--- config.mk ---
export PLATFORM = sky130hd
export DESIGN_NAME = wb_filter
export DESIGN_NICKNAME = d
export VERILOG_FILES = /design/src/rtl/wb_filter_pkg.sv /design/src/rtl/wb_src_mux.sv /design/src/rtl/wb_filter.sv
export SDC_FILE = /design/constraint.sdc
export NUM_CORES = 1
export LEC_CHECK = 0
export CORE_UTILIZATION = 45
export CTS_CLUSTER_DIAMETER = 100
export DETAILED_ROUTE_END_ITERATION = 10
export GPL_TIMING_DRIVEN = 0
export PLACE_DENSITY = 0.83
export SLEW_MARGIN = 40
export SYNTH_ARGS = -nofsm -noshare
export SYNTH_HDL_FRONTEND = slang
export SYNTH_HIERARCHICAL = 1
export SYNTH_SLANG_ARGS = --single-unit
--- constraint.sdc ---
create_clock -name clk -period 2.45 [get_ports clk]
set_input_delay 0.3675 -clock clk [delete_from_list [all_inputs] [get_ports clk]]
set_output_delay 0.3675 -clock clk [all_outputs]
set_load 0.02 [all_outputs]
--- src/rtl/wb_filter_pkg.sv ---
// rtl/wb_filter_pkg.sv - shared writeback-filter types, opcode constants and decode helper
package wb_filter_pkg;

    typedef enum logic [1:0] {
        IDLE     = 2'd0,
        WAIT_MEM = 2'd1,
        HOLD     = 2'd2
    } state_t;

    localparam int OP_LOAD    = 0;
    localparam int OP_IMM     = 1;
    localparam int OP_TEMP    = 2;
    localparam int ALU_LO_DEF = 4;
    localparam int ALU_HI_DEF = 13;
    localparam int CNT_W      = 8;

    function automatic logic in_alu_range(input int op, input int lo, input int hi);
        return (op >= lo) && (op <= hi);
    endfunction

endpackage

--- src/rtl/wb_src_mux.sv ---
// rtl/wb_src_mux.sv - combinational opcode decode selecting writeback data and write enable
module wb_src_mux
    import wb_filter_pkg::*;
#(
    parameter int WIDTH  = 8,
    parameter int OPW    = 5,
    parameter int ALU_LO = ALU_LO_DEF,
    parameter int ALU_HI = ALU_HI_DEF
) (
    input  logic [OPW-1:0]   opcode,
    input  logic [WIDTH-1:0] temp1,
    input  logic [WIDTH-1:0] imm,
    input  logic [WIDTH-1:0] ula,
    output logic [WIDTH-1:0] data,
    output logic             we,
    output logic             is_load
);

    int op_num;

    always_comb begin
        op_num  = int'(opcode);
        data    = '0;
        we      = 1'b0;
        is_load = 1'b0;
        if (op_num == OP_LOAD) begin
            is_load = 1'b1;
        end else if (op_num == OP_IMM) begin
            data = imm;
            we   = 1'b1;
        end else if (op_num == OP_TEMP) begin
            data = temp1;
            we   = 1'b1;
        end else if (in_alu_range(op_num, ALU_LO, ALU_HI)) begin
            data = ula;
            we   = 1'b1;
        end
        // unrecognised opcodes fall through as a zero-data, no-write writeback
    end

endmodule

--- src/rtl/wb_filter.sv ---
// rtl/wb_filter.sv - writeback filter: opcode source select, memory wait with timeout, output hold
module wb_filter
    import wb_filter_pkg::*;
#(
    parameter int WIDTH   = 8,
    parameter int OPW     = 5,
    parameter int RAW     = 3,
    parameter int ALU_LO  = ALU_LO_DEF,
    parameter int ALU_HI  = ALU_HI_DEF,
    parameter int MEM_TMO = 15
) (
    input  logic             clk,
    input  logic             rst,
    input  logic             in_valid,
    output logic             in_ready,
    input  logic [OPW-1:0]   opcode,
    input  logic [RAW-1:0]   dst,
    input  logic [WIDTH-1:0] temp1,
    input  logic [WIDTH-1:0] imm,
    input  logic [WIDTH-1:0] ula,
    input  logic             mem_valid,
    input  logic [WIDTH-1:0] mem_data,
    output logic             out_valid,
    input  logic             out_ready,
    output logic             out_we,
    output logic [RAW-1:0]   out_addr,
    output logic [WIDTH-1:0] out_data,
    output logic             mem_err
);

    localparam logic [CNT_W-1:0] TMO_CNT = CNT_W'(MEM_TMO);

    state_t           state, state_nxt;
    logic [CNT_W-1:0] cnt, cnt_nxt, cnt_inc;
    logic [WIDTH-1:0] data_nxt, mux_data;
    logic [RAW-1:0]   addr_nxt;
    logic             we_nxt, err_nxt, mux_we, mux_load, accept;

    wb_src_mux #(
        .WIDTH  (WIDTH),
        .OPW    (OPW),
        .ALU_LO (ALU_LO),
        .ALU_HI (ALU_HI)
    ) u_src_mux (
        .opcode  (opcode),
        .temp1   (temp1),
        .imm     (imm),
        .ula     (ula),
        .data    (mux_data),
        .we      (mux_we),
        .is_load (mux_load)
    );

    always_comb begin
        in_ready = 1'b0;
        if (!rst) begin
            case (state)
                IDLE:    in_ready = 1'b1;
                HOLD:    in_ready = out_ready;
                default: in_ready = 1'b0;
            endcase
        end
    end

    assign accept    = in_valid & in_ready;
    assign out_valid = (state == HOLD);
    assign cnt_inc   = cnt + 1'b1;

    always_comb begin
        state_nxt = state;
        cnt_nxt   = cnt;
        data_nxt  = out_data;
        addr_nxt  = out_addr;
        we_nxt    = out_we;
        err_nxt   = 1'b0;
        if (accept) begin
            addr_nxt = dst;
            if (mux_load) begin
                state_nxt = WAIT_MEM;
                cnt_nxt   = '0;
            end else begin
                state_nxt = HOLD;
                data_nxt  = mux_data;
                we_nxt    = mux_we;
            end
        end else begin
            case (state)
                WAIT_MEM: begin
                    // data arriving on the timeout cycle still wins over the error
                    if (mem_valid) begin
                        state_nxt = HOLD;
                        data_nxt  = mem_data;
                        we_nxt    = 1'b1;
                    end else if (cnt_inc == TMO_CNT) begin
                        state_nxt = HOLD;
                        cnt_nxt   = cnt_inc;
                        data_nxt  = '0;
                        we_nxt    = 1'b0;
                        err_nxt   = 1'b1;
                    end else begin
                        cnt_nxt = cnt_inc;
                    end
                end
                HOLD: begin
                    if (out_ready) state_nxt = IDLE;
                end
                default: ;
            endcase
        end
    end

    always_ff @(posedge clk) begin
        if (rst) begin
            state    <= IDLE;
            cnt      <= '0;
            out_data <= '0;
            out_addr <= '0;
            out_we   <= 1'b0;
            mem_err  <= 1'b0;
        end else begin
            state    <= state_nxt;
            cnt      <= cnt_nxt;
            out_data <= data_nxt;
            out_addr <= addr_nxt;
            out_we   <= we_nxt;
            mem_err  <= err_nxt;
        end
    end

endmodule

==> results by group, run 1 <==
Outcome
  – Result of the run: complete, no violations

Yosys
  – Main flop type after synthesis: sky130_fd_sc_hd__dfxtp_1
  – Mapped cell area: 0.001737 sq mm
  – Proportion of synthesized area in mux cells: 0.05836
  – Simple-Gate Fraction of Synth Area: 0.2579
  – Post-synthesis adder-cell area fraction: 0.01441
  – Most used standard cells in the synthesized netlist: sky130_fd_sc_hd__a21oi_1 (25), sky130_fd_sc_hd__dfxtp_1 (23), sky130_fd_sc_hd__o21ai_0 (15)
  – Number of warnings printed during yosys synthesis: 6
  – Sequential-to-total area share from yosys stat: 0.2651
  – Number of nets in the synthesized netlist: approximately 260
  – Count of flip-flops with a built-in enable after synthesis: 0
  – Complex-gate fraction of the synthesized area: 0.3069
  – Most frequent cell after synthesis: sky130_fd_sc_hd__a21oi_1
  – Library cell with the largest summed area after synthesis: sky130_fd_sc_hd__dfxtp_1
  – Main area contributors after synthesis: sky130_fd_sc_hd__dfxtp_1 (27%), sky130_fd_sc_hd__a21oi_1 (7.2%), sky130_fd_sc_hd__a211oi_2 (5.8%), sky130_fd_sc_hd__mux2i_1 (5.2%), sky130_fd_sc_hd__nor4bb_1 (4.6%)
  – Count of different cell masters after synthesis: 46
  – Post-Syn Instances: 210
  – Combinational family with the most area after synthesis: compound AO/OA/AOI/OAI gates
  – Mean cell area of the mapped netlist: 8.270 sq um
  – Count of state elements after synthesis: 23
  – Xor and xnor area share after synthesis: 0.02594
  – Async set-reset flop share out of synthesis: 0
  – Fraction of synthesized cell area taken by the top area cell type: 0.2651

Drt
  – Antenna-violating nets left: 0
  – Count of unresolved DRC violations after routing: 0
  – Routed wire per std cell: 15.80 um
  – Average via count per standard cell: slightly below 6
  – DRC marker count from the first detailed-route iteration: 245
  – Total detailed-routing wirelength: 5.118 mm
  – Total vias in the final route: 1879
  – First-pass iteration count of the detailed router: 4

Pwr
  – Maximum VDD drop: 0.4717 mV
  – Power per unit of standard cell area: 437.3 mW/mm^2
  – Static Leakage: 0.8998 nW

Floorplan
  – Starting Density: 0.4708
  – Number of rows in the core area: 22
  – IO Pins: 60
  – Core footprint: ~0.0037 sq mm
  – Die Height: 64.12 um
  – Die outline area: approximately 0.0041 sq mm
  – Overall die width: 64.12 um

Global route
  – Busiest layer in global routing: met2
  – Routing usage on met2: 0.4521
  – Wire length of the first global-routing pass: 8.342 mm
  – GRT met1 Usage: 0.3265
  – Met3 routing resource usage after global routing: 0.03214
  – Aggregate global-route resource usage: 0.2524
  – Maximum number of pins on one net before global-route repair: 14
  – GRT Residual Overflow: 0
  – Antenna violations before repair: 0
  – Vias in the first global route: 1812

Clocking
  – TritonCTS clock tree: done
  – Clock slew at reported path FFs: 0.08 ns
  – Total CTS buffers: 3
  – Clock root buffer master: sky130_fd_sc_hd__clkbuf_8
  – Maximum root-to-sink buffer count: 2
  – Total number of H-tree levels: 1
  – Total number of clock tree sinks: 23
  – Worst skew pair latency: 0.26 ns

Setup path
  – Worst setup path category: input port to register
  – Worst Setup End Kind: register
  – Largest fanout of any net on the critical path: 10
  – Crit path launch type: input port
  – Required time of the critical path: ~2.6 ns
  – Crit path DAT: 2.44 ns

Cells and area
  – Final #Nets: 324
  – Number of inserted filler cells in the final layout: 320
  – Area Overhead vs Synth: 42.94%
  – Antenna diode count: 0
  – Share of post-route cells with drive strength above 1: 0.1268
  – Final Non-Filler Cells: 324
  – Fraction of the core area covered by cells at the end of the flow: 0.6730

Place
  – Detail Placement HPWL: around 3.8 mm
  – Total placed cells including tap cells: approximately 320
  – Total of buffers placed on input and output ports: 59
  – Weighted congestion reported at the end of routability-driven placement: 0.8819

STA
  – Worst relative slew slack: 0.5895
  – Number of hold violations in the final report: 0
  – Minimum clock period after layout: 2.311 ns
  – Setup-failing EPs final: 0
  – Period utilization: 0.9434
  – Highest attainable clock frequency: ~430 MHz
  – Slew Limit Fails: 0
  – Worst setup skew after layout: approximately 0.0019 ns
  – Transition time at the pin with the least slew margin: 0.6157 ns
  – RSZ-0062 raised after global routing: no

Worst hold path
  – Worst hold path type: register to register

Flow run
  – Max-capacitance violation count: 0
cells in the final DEF (no fill, tap or decap), types with 4 or more instances in the layout:
cell type	netlist	layout
sky130_fd_sc_hd__a211oi_1	7	7
sky130_fd_sc_hd__a211oi_2	8	8
sky130_fd_sc_hd__a21oi_1	25	24
sky130_fd_sc_hd__a32oi_1	8	8
sky130_fd_sc_hd__and3_1	8	8
sky130_fd_sc_hd__buf_4	1	4
sky130_fd_sc_hd__clkbuf_1	11	7
sky130_fd_sc_hd__clkbuf_2	0	4
sky130_fd_sc_hd__clkdlybuf4s50_1	0	58
sky130_fd_sc_hd__dfxtp_1	23	23
sky130_fd_sc_hd__inv_1	7	7
sky130_fd_sc_hd__mux2i_1	9	9
sky130_fd_sc_hd__nand2_1	10	10
sky130_fd_sc_hd__nand3_1	6	6
sky130_fd_sc_hd__nand3b_1	4	4
sky130_fd_sc_hd__nor2_1	8	8
sky130_fd_sc_hd__nor4bb_1	8	8
sky130_fd_sc_hd__o21a_1	8	8
sky130_fd_sc_hd__o21ai_0	15	15
layout make-up:
class | instances | area (sq um) | share of cell area
buffer | 18 | 102.6 | 0.04133
clock buffer | 3 | 41.29 | 0.01663
clock inverter | 1 | 5.005 | 0.002016
inverter | 7 | 26.28 | 0.01058
multi-input combinational | 162 | 1171 | 0.4718
sequential | 23 | 460.4 | 0.1855
tap | 48 | 60.06 | 0.02419
timing repair buffer | 62 | 615.6 | 0.2480
registers in the layout, summed over array words and instances (netlist names):
register,count
out_we,1
cnt,8
out_data,8
state,2
out_addr,3
mem_err,1
cells by family after synthesis:
kind of cell               after synthesis
AOI/OAI and AO/OA                       77
and+or+nand+nor                         70
buffers and inverters                   25
DFF                                     23
muxes                                   10
xor gates and xnor gates                 3
adders and majority gates                2
where the power goes:
part / internal, mW / leakage [nW] / switching, mW
Combinational: 0.212 / 0.686 / 0.215
Clock: 0.113 / 0.0255 / 0.121
Sequential: 0.404 / 0.188 / 0.0201
Total: 0.730 / 0.900 / 0.356
per-stage QoR:
stage / power, mW / instance area (sq um) / hold slack, ns / worst slack [ns] / TNS, ns
floorplan: 0.6674 / 1737 / 0.4468 / 0.4073 / 0
global placement: 0.8418 / 2387 / 0.4603 / -0.4882 / -5.467
detailed placement: 0.8490 / 2387 / 0.4636 / -0.5334 / -6.155
CTS: 1.086 / 2451 / 0.4786 / 0.01520 / 0
global route: 1.138 / 2482 / 0.5094 / 0.0008369 / 0
finish: 1.086 / 2482 / 0.4760 / 0.1387 / 0
layer usage:
| metal | wire, um | share of wire | vias to the layer above |
|---|---|---|---|
| met4 | 46 | 0.0090 | 0 |
| met5 | 0 | 0 | - |
| met1 | 2321 | 0.45 | 877 |
| met2 | 2445 | 0.48 | 65 |
| met3 | 304 | 0.059 | 4 |
| li1 | - | - | 933 |
path summary, 6_finish.rpt:
kind | from | end | slack [ns] | depth (start not counted)
worst max-delay path | opcode[3] | out_data[1] | 0.14 | 9
worst min register to register | out_addr[1] | out_addr[1] | 0.48 | 2
worst min-delay path | out_addr[1] | out_addr[1] | 0.48 | 2
worst max register to register | cnt[0] | out_data[3] | 0.40 | 8
repair_timing:
item,in CTS,in global routing
setup endpoints to repair,11,10
hold endpoints to repair,0,0
gates resized for setup,4,6
buffers inserted,0,3
pin swaps,0,1
hold buffers,0,0
worst max-delay path, stage by stage:
cell,delay (ns)
sky130_fd_sc_hd__clkdlybuf4s50_1,0.49
sky130_fd_sc_hd__buf_6,0.19
sky130_fd_sc_hd__or2_0,0.28
sky130_fd_sc_hd__nor4_4,0.33
sky130_fd_sc_hd__o21ai_0,0.14
sky130_fd_sc_hd__and2_1,0.18
sky130_fd_sc_hd__clkbuf_2,0.20
sky130_fd_sc_hd__a21oi_1,0.20
sky130_fd_sc_hd__a211oi_2,0.06
Power figures use the tool's default switching activity.
==> run 2, diff against run 1 <==
ABC_AREA = 0   (was unset)
==> results of run 2 <==
Same layout as run 1: the final DEF is identical, and so are final timing and power.
